File: src/rtl/coin_acceptor.sv
// Coin-slot front end: synchronises and debounces the two raw sensors, then issues
// single-cycle credit or reject pulses with a release-plus-gap lockout between coins.
module coin_acceptor #(
    parameter int DEBOUNCE_CYCLES = 4,
    parameter int GAP_CYCLES      = 2
) (
    input  logic clk,
    input  logic reset_n,
    input  logic coin_one_raw,
    input  logic coin_two_raw,
    input  logic accept_en,
    output logic rupee_one,
    output logic rupee_two,
    output logic coin_reject,
    output logic busy
);
    localparam int CNT_MAX = (DEBOUNCE_CYCLES > GAP_CYCLES) ? DEBOUNCE_CYCLES : GAP_CYCLES;
    localparam int CNT_W   = $clog2(CNT_MAX + 1);
    localparam logic [CNT_W-1:0] DEB_LAST = CNT_W'(DEBOUNCE_CYCLES);
    localparam logic [CNT_W-1:0] GAP_LAST = CNT_W'(GAP_CYCLES);
    localparam logic [CNT_W-1:0] CNT_ONE  = CNT_W'(1);

    typedef enum logic [1:0] {
        IDLE,
        DEBOUNCE,
        WAIT_RELEASE,
        GAP
    } state_t;

    logic [1:0]       meta_q;
    logic [1:0]       sync_q;
    state_t           state_q, state_d;
    logic [CNT_W-1:0] cnt_q, cnt_d;
    logic             type_q, type_d;
    logic             one_q, one_d;
    logic             two_q, two_d;
    logic             rej_q, rej_d;
    logic             busy_q;

    logic             s1, s2;
    logic             latched_hi, other_hi;
    logic [CNT_W-1:0] cnt_inc;

    assign s1         = sync_q[0];
    assign s2         = sync_q[1];
    // type_q = 0 means the ₹1 sensor is being debounced, 1 means the ₹2 sensor
    assign latched_hi = type_q ? s2 : s1;
    assign other_hi   = type_q ? s1 : s2;
    assign cnt_inc    = cnt_q + CNT_ONE;

    always_ff @(posedge clk) begin
        if (!reset_n) begin
            meta_q <= 2'b00;
            sync_q <= 2'b00;
        end else begin
            meta_q <= {coin_two_raw, coin_one_raw};
            sync_q <= meta_q;
        end
    end

    always_comb begin
        state_d = state_q;
        cnt_d   = cnt_q;
        type_d  = type_q;
        one_d   = 1'b0;
        two_d   = 1'b0;
        rej_d   = 1'b0;
        case (state_q)
            IDLE: begin
                if (s1 ^ s2) begin
                    state_d = DEBOUNCE;
                    type_d  = s2;
                    cnt_d   = CNT_ONE;
                end else if (s1 && s2) begin
                    rej_d   = 1'b1;
                    state_d = WAIT_RELEASE;
                    cnt_d   = '0;
                end
            end
            DEBOUNCE: begin
                if (!latched_hi) begin
                    // Dropped before the decision edge: a glitch, not a coin
                    state_d = IDLE;
                    cnt_d   = '0;
                end else if (other_hi) begin
                    rej_d   = 1'b1;
                    state_d = WAIT_RELEASE;
                    cnt_d   = '0;
                end else if (cnt_inc == DEB_LAST) begin
                    one_d   = accept_en && !type_q;
                    two_d   = accept_en && type_q;
                    rej_d   = !accept_en;
                    state_d = WAIT_RELEASE;
                    cnt_d   = '0;
                end else begin
                    cnt_d = cnt_inc;
                end
            end
            WAIT_RELEASE: begin
                if (s1 || s2) begin
                    cnt_d = '0;
                end else if (cnt_inc == DEB_LAST) begin
                    state_d = GAP;
                    cnt_d   = '0;
                end else begin
                    cnt_d = cnt_inc;
                end
            end
            GAP: begin
                if (cnt_inc == GAP_LAST) begin
                    state_d = IDLE;
                    cnt_d   = '0;
                end else begin
                    cnt_d = cnt_inc;
                end
            end
            default: begin
                state_d = WAIT_RELEASE;
                cnt_d   = '0;
            end
        endcase
    end

    // Reset parks in WAIT_RELEASE so a coin held across reset is never credited
    always_ff @(posedge clk) begin
        if (!reset_n) begin
            state_q <= WAIT_RELEASE;
            cnt_q   <= '0;
            type_q  <= 1'b0;
            one_q   <= 1'b0;
            two_q   <= 1'b0;
            rej_q   <= 1'b0;
            busy_q  <= 1'b1;
        end else begin
            state_q <= state_d;
            cnt_q   <= cnt_d;
            type_q  <= type_d;
            one_q   <= one_d;
            two_q   <= two_d;
            rej_q   <= rej_d;
            busy_q  <= (state_d != IDLE);
        end
    end

    assign rupee_one   = one_q;
    assign rupee_two   = two_q;
    assign coin_reject = rej_q;
    assign busy        = busy_q;
endmodule

File: config.mk
export PLATFORM = sky130hd
export DESIGN_NAME = coin_acceptor
export DESIGN_NICKNAME = d
export VERILOG_FILES = /design/src/rtl/coin_acceptor.sv
export SDC_FILE = /design/constraint.sdc
export NUM_CORES = 1
export LEC_CHECK = 0
export ABC_AREA = 0
export BUFFER_PORTS_ARGS = -buffer_cell sky130_fd_sc_hd__buf_2
export CAP_MARGIN = 40
export CORE_MARGIN = 2
export CORE_UTILIZATION = 55
export CTS_CLUSTER_DIAMETER = 50
export CTS_CLUSTER_SIZE = 16
export DETAILED_ROUTE_END_ITERATION = 7
export GPL_ROUTABILITY_DRIVEN = 0
export PLACE_DENSITY = 0.77
export SETUP_SLACK_MARGIN = 0.05
export SLEW_MARGIN = 20
export SYNTH_ARGS = -nofsm -noshare
export SYNTH_HDL_FRONTEND = slang
export SYNTH_SLANG_ARGS = --single-unit
File: constraint.sdc
create_clock -name clk -period 1.7 [get_ports clk]
set_input_delay 0.17 -clock clk [delete_from_list [all_inputs] [get_ports clk]]
set_output_delay 0.17 -clock clk [all_outputs]
set_load 0.01 [all_outputs]
# Word level (Yosys, flattened, before mapping)
# Cells that the tools add are included.
# op_classes
add_sub_neg	1
n_eq_ne	6
mux	25
bitwise_logic	5
reduce_logical	10
# ops
cell	count
$mux W3	7
$mux W2	8
$pmux W3 S4	1
$pmux W2 S4	1
$mux W1	7
$reduce_or A5 Y1	1
$eq A2 B2 Y1 const B	2
$not A1 Y1	4
$add A3 B1 Y3 const B	1
$eq A3 B2 Y1 const B	1
$eq A3 B3 Y1 const B	1
$logic_and A1 B1 Y1	3
$ne A3 B3 Y1 const B	1
$eq A2 B1 Y1 const B	1
$logic_not A1 Y1	2
$logic_not A2 Y1	1
$pmux W1 S2	1
$reduce_and A2 Y1	1
$reduce_bool A2 Y1	1
$logic_or A1 B1 Y1	1
$xor A1 B1 Y1	1
# totals
regBits	14
inputBits	5
elab_cells	56

# Logic depth before layout (Yosys ltp)
# logic_depth
word_depth	7
depth_mapped	6
depth_no_buf	6

# Worst setup path before layout
# Ideal clock, no wire load.
# synth_timing
path_kind	register to register
start	reg cnt_q[0]
end	reg cnt_q[0]
setup_time_ns	0.123
arrival_time_ns	1.482
t_required_ns	1.577
setup_slack_ns	0.095
stages_incl_launch_ff	6
period_less_slack_ns	1.605
cell_sequence	dfxtp_1 ha_1 xor2_2 mux2_4 a41oi_2 o22ai_1
# synth_between
elab_chain_cells	6
word_cells_on_any_way	9
classes_between	1 x add/sub; 2 x eq/ne; 6 x mux
# synth_lines
item	line	rtl
start: declaration	33	logic [CNT_W-1:0] cnt_q, cnt_d;
start signal: assignment	136	cnt_q <= cnt_d;
$add A3 B1 Y3 (*)	49	assign cnt_inc = cnt_q + CNT_ONE;
$eq A3 B3 Y1	89, 102	
$mux W3	89, 102	
$mux W3	85	end else if (other_hi) begin
$mux W3	81	if (!latched_hi) begin
$pmux W3 S4 (*)	68	case (state_q)
# Mark *: on every way between the ends. The rest lies on a longest branch, timed or not.
# A chain may end at the register's enable or synchronous reset.

# Final worst setup path
# Ends and elaborated chain as after synthesis.

==> key figures <==
Logic synthesis
  – Top FF cell, synth: sky130_fd_sc_hd__dfxtp_1
  – Area fraction in and, or, nand and nor cells after synthesis: 19.2%
  – Netlist area before placement: 815 µm²
  – Xor and xnor area share after synthesis: 3.07%
  – Number of enable flip-flop cells after synthesis: 0
  – Number of register bits inferred by synthesis: 14
  – Part of the Yosys area used for sequential elements: 34.4%
  – Count leader, synth: sky130_fd_sc_hd__dfxtp_1
  – Synth unique cells: 39
  – Share of flip-flops with an asynchronous set or reset: 0%
  – Per-instance average area after synthesis: 9.47 µm²
  – Multiplexer fraction of the synthesized cell area: 6.91%
  – Count of mapped cells out of synthesis: 86
  – Share of the synthesized area in the top cell type: 34.4%
  – Combinational family with the most area after synthesis: simple AND/OR/NAND/NOR gates
  – Area fraction in compound gates after synthesis: 19.0%
  – Post-synthesis share of cell area spent on full adders, half adders and majority gates: 10.8%
  – Largest cells by area after synthesis: sky130_fd_sc_hd__dfxtp_1 34%, sky130_fd_sc_hd__ha_1 11%, sky130_fd_sc_hd__nand2_1 4.6%
  – Number of nets produced by synthesis: 98
  – Warnings from Yosys: 0
  – Post-synthesis cell type with the largest combined area: sky130_fd_sc_hd__dfxtp_1
  – Ranking of synthesized cells by instance count: 14 x sky130_fd_sc_hd__dfxtp_1, 10 x sky130_fd_sc_hd__nand2_1, 7 x sky130_fd_sc_hd__ha_1, 6 x sky130_fd_sc_hd__inv_1, 4 x sky130_fd_sc_hd__and2_1

Route
  – Count of routing violations after the opening detailed-route iteration: 12
  – Remaining DRCs: 0
  – Via count: 645
  – Remaining antenna violation count after routing: 0
  – Routed length per instance: 14.9 µm
  – First-pass iteration count of the detailed router: 4
  – Vias per cell: 5.76
  – Total length of routed wires: 1670 µm

Floorplan
  – Cell Rows: 13
  – Die Footprint: 0.00180 mm²
  – Number of ports placed on the die boundary: 9
  – Area of the core region: 0.00135 mm²
  – Starting utilization of the core area: 60.3%
  – Width of the chip: 42.5 µm
  – Vert. Die Dim: 42.5 µm

Timing
  – Final critical-path share of the clock period: 92.8%
  – Slew headroom: 73.4%
  – Slew at the pin closest to its max-slew limit: 398 ps
  – Timing-limited maximum frequency: 0.634 GHz
  – Final Slew Violations: 0
  – Setup violations, final: 0
  – Post-route setup TNS: 0 ps
  – Clock skew after layout: 4.57 ps
  – Final Critical Period: 1580 ps
  – Setup repair after global routing missed its margin: false
  – Hold violation total from the final report: 0

Clock network
  – Number of clock sinks: 14
  – Clock Latency Late Sink: 290 ps
  – Number of clock buffers inserted by TritonCTS: 3
  – Clk buf depth: 2
  – Hold-fix buffer count after cts: 0
  – Clock root buffer master: sky130_fd_sc_hd__clkbuf_4
  – TritonCTS clock tree: built
  – # H-tree levels: 1
  – Clock transition time at the flip-flop clock pins of the worst setup and hold paths: 90 ps

Worst setup path
  – Critical path capture point type: flip-flop
  – Worst path required time: 1880 ps
  – Crit-path max FO: 5
  – Largest delay contributor family on the critical path: flip-flops
  – Critical Path Start Type: flip-flop
  – Critical path, cell by cell: ha_1 > or2b_2 > mux2_4 > a41oi_2 > o22ai_1
  – Slowest cell on crit path: sky130_fd_sc_hd__dfxtp_4
  – Arr. time, crit path: 1750 ps
  – Worst stage delay on the critical path: 390 ps
  – Crit path buf inv count: 0
  – Type of the worst setup path: reg -> reg

GRT
  – Total global routing overflow: 0
  – Via count of the first global-routing pass: 676
  – Global-route wire length before repair: 2980 µm
  – Initial antenna violation count: 0
  – Largest net degree at the start of global routing: 12
  – Global-route usage over all layers: 22.2%

Placed design
  – Total half-perimeter wirelength after legalization and detailed placement: 1170 µm
  – Total instance count after detailed placement: 107
  – Number of port buffers: 8

Power and ir drop
  – Power dissipated by switching net loads: 0.208 mW
  – Ratio of total power to cell area: 787 mW/mm²
  – Sequential cell fraction of total power: 49.3%
  – Leakage power total: 0.391 nW
  – VDD IR max: 0.517 mV
  – Power share of the clock group: 33.4%
  – P_int: 0.540 mW
  – Combinational cell fraction of total power: 17.3%
  – Sw Share: 27.8%
  – Final Power: 0.748 mW

Layout
  – Footprint of the flip-flops and latches: 289 µm²
  – Antenna fix cells: 0
  – Number of non-filler instances in the completed layout: 112
  – Total area of multi-input combinational cells: 520 µm²
  – Fin nets: 110
  – Post-synthesis to final-layout area growth: 16.6%
  – Filler Cell Count: 108
  – Share of cells above drive strength 1: 29.9%

Job
  – Maxcap violations: 0

Run status
  – Result of the run: finished clean

Min path
  – Path type of the worst min-delay path: in -> reg
placed cells by master (no fill, tap or decap), drive strengths merged, types with 3 or more instances in the layout:
cell    instances
a21boi          3
inv             6
and2            4
dfxtp          14
clkbuf          4
mux2i           3
nor2            3
buf            11
nand2          10
ha              7
per-stage QoR:
| stage | hold WS (ps) | utilization, % | setup WS (ps) | instance area [µm²] |
|---|---|---|---|---|
| 2_1_floorplan | 297 | - | 94.8 | 815 |
| 3_3_place_gp | 381 | 63.5 | 88.2 | 857 |
| 3_5_place_dp | 381 | 63.5 | 14.7 | 857 |
| 4_1_cts | 86.7 | 67.7 | 85.1 | 915 |
| 5_1_grt | 87.7 | 70.3 | 52.7 | 950 |
| 6_report | 77.1 | 70.3 | 123 | 950 |
worst reg2reg max path: cells and delay by family (launching register included):
family                   cells  cell delay (ps)
AO/OA/AOI/OAI                2              320
adder cells (fa/ha/maj)      1              180
flip-flops                   1              390
multiplexers                 1              270
AND/OR/NAND/NOR              1              310
power groups by stage:
stage | registers [mW] | clock network, mW | logic [mW]
CTS | 0.362 | 0.245 | 0.119
global placement | 0.368 | 0 | 0.101
finish | 0.368 | 0.250 | 0.129
global route | 0.371 | 0.263 | 0.141
detailed placement | 0.369 | 0 | 0.106
floorplan | 0.364 | 0 | 0.0848
kinds of logic (layout without fill, tap and decap cells):
kind of cell             count (synthesis)  count (layout)
AND/OR/NAND/NOR                         29              29
AO/OA/AOI/OAI                           19              19
flip-flops                              14              14
buffers and inverters                   10              21
adder cells (fa/ha/maj)                  7               7
multiplexers                             5               5
XOR/XNOR                                 2               2
what timing repair did:
| item | in CTS | in global routing |
|---|---|---|
| setup buffers | 1 | 0 |
| gates resized for setup | 2 | 10 |
| cloned | 0 | 0 |
| pin swaps | 0 | 0 |
| endpoints found under the setup margin | 2 | 4 |
final timing paths:
kind              cells after the start  slack (ps)   endpoint          from
setup reg to reg                      5         120   cnt_q[0]      cnt_q[0]
setup / recovery                      5         120   cnt_q[0]      cnt_q[0]
hold reg to reg                       1         450  sync_q[1]     meta_q[1]
hold / removal                        2          80  meta_q[1]  coin_two_raw
cell type report:
| cell class | instances | area share (%) |
|---|---|---|
| Sequential cell | 14 | 30.4 |
| Inverter | 6 | 2.37 |
| Clock buffer | 4 | 3.82 |
| Tap cell | 15 | 1.98 |
| Timing Repair Buffer | 11 | 6.59 |
| Multi-Input combinational cell | 62 | 54.8 |
routing by layer:
| metal | GRT usage (%) | routed length, µm |
|---|---|---|
| met2 | 38.5 | 816 |
| met5 | 0 | 0 |
| met4 | 9.38 | 42 |
| met3 | 5.60 | 108 |
| met1 | 25.6 | 704 |
registers in the layout, indices dropped and copies added, names as in the netlist:
name / count
busy: 1
cnt_q: 3
rupee_two: 1
coin_reject: 1
type_q: 1
sync_q: 2
state_q: 2
meta_q: 2
rupee_one: 1
No activity file was read; power rests on OpenSTA's default activity.
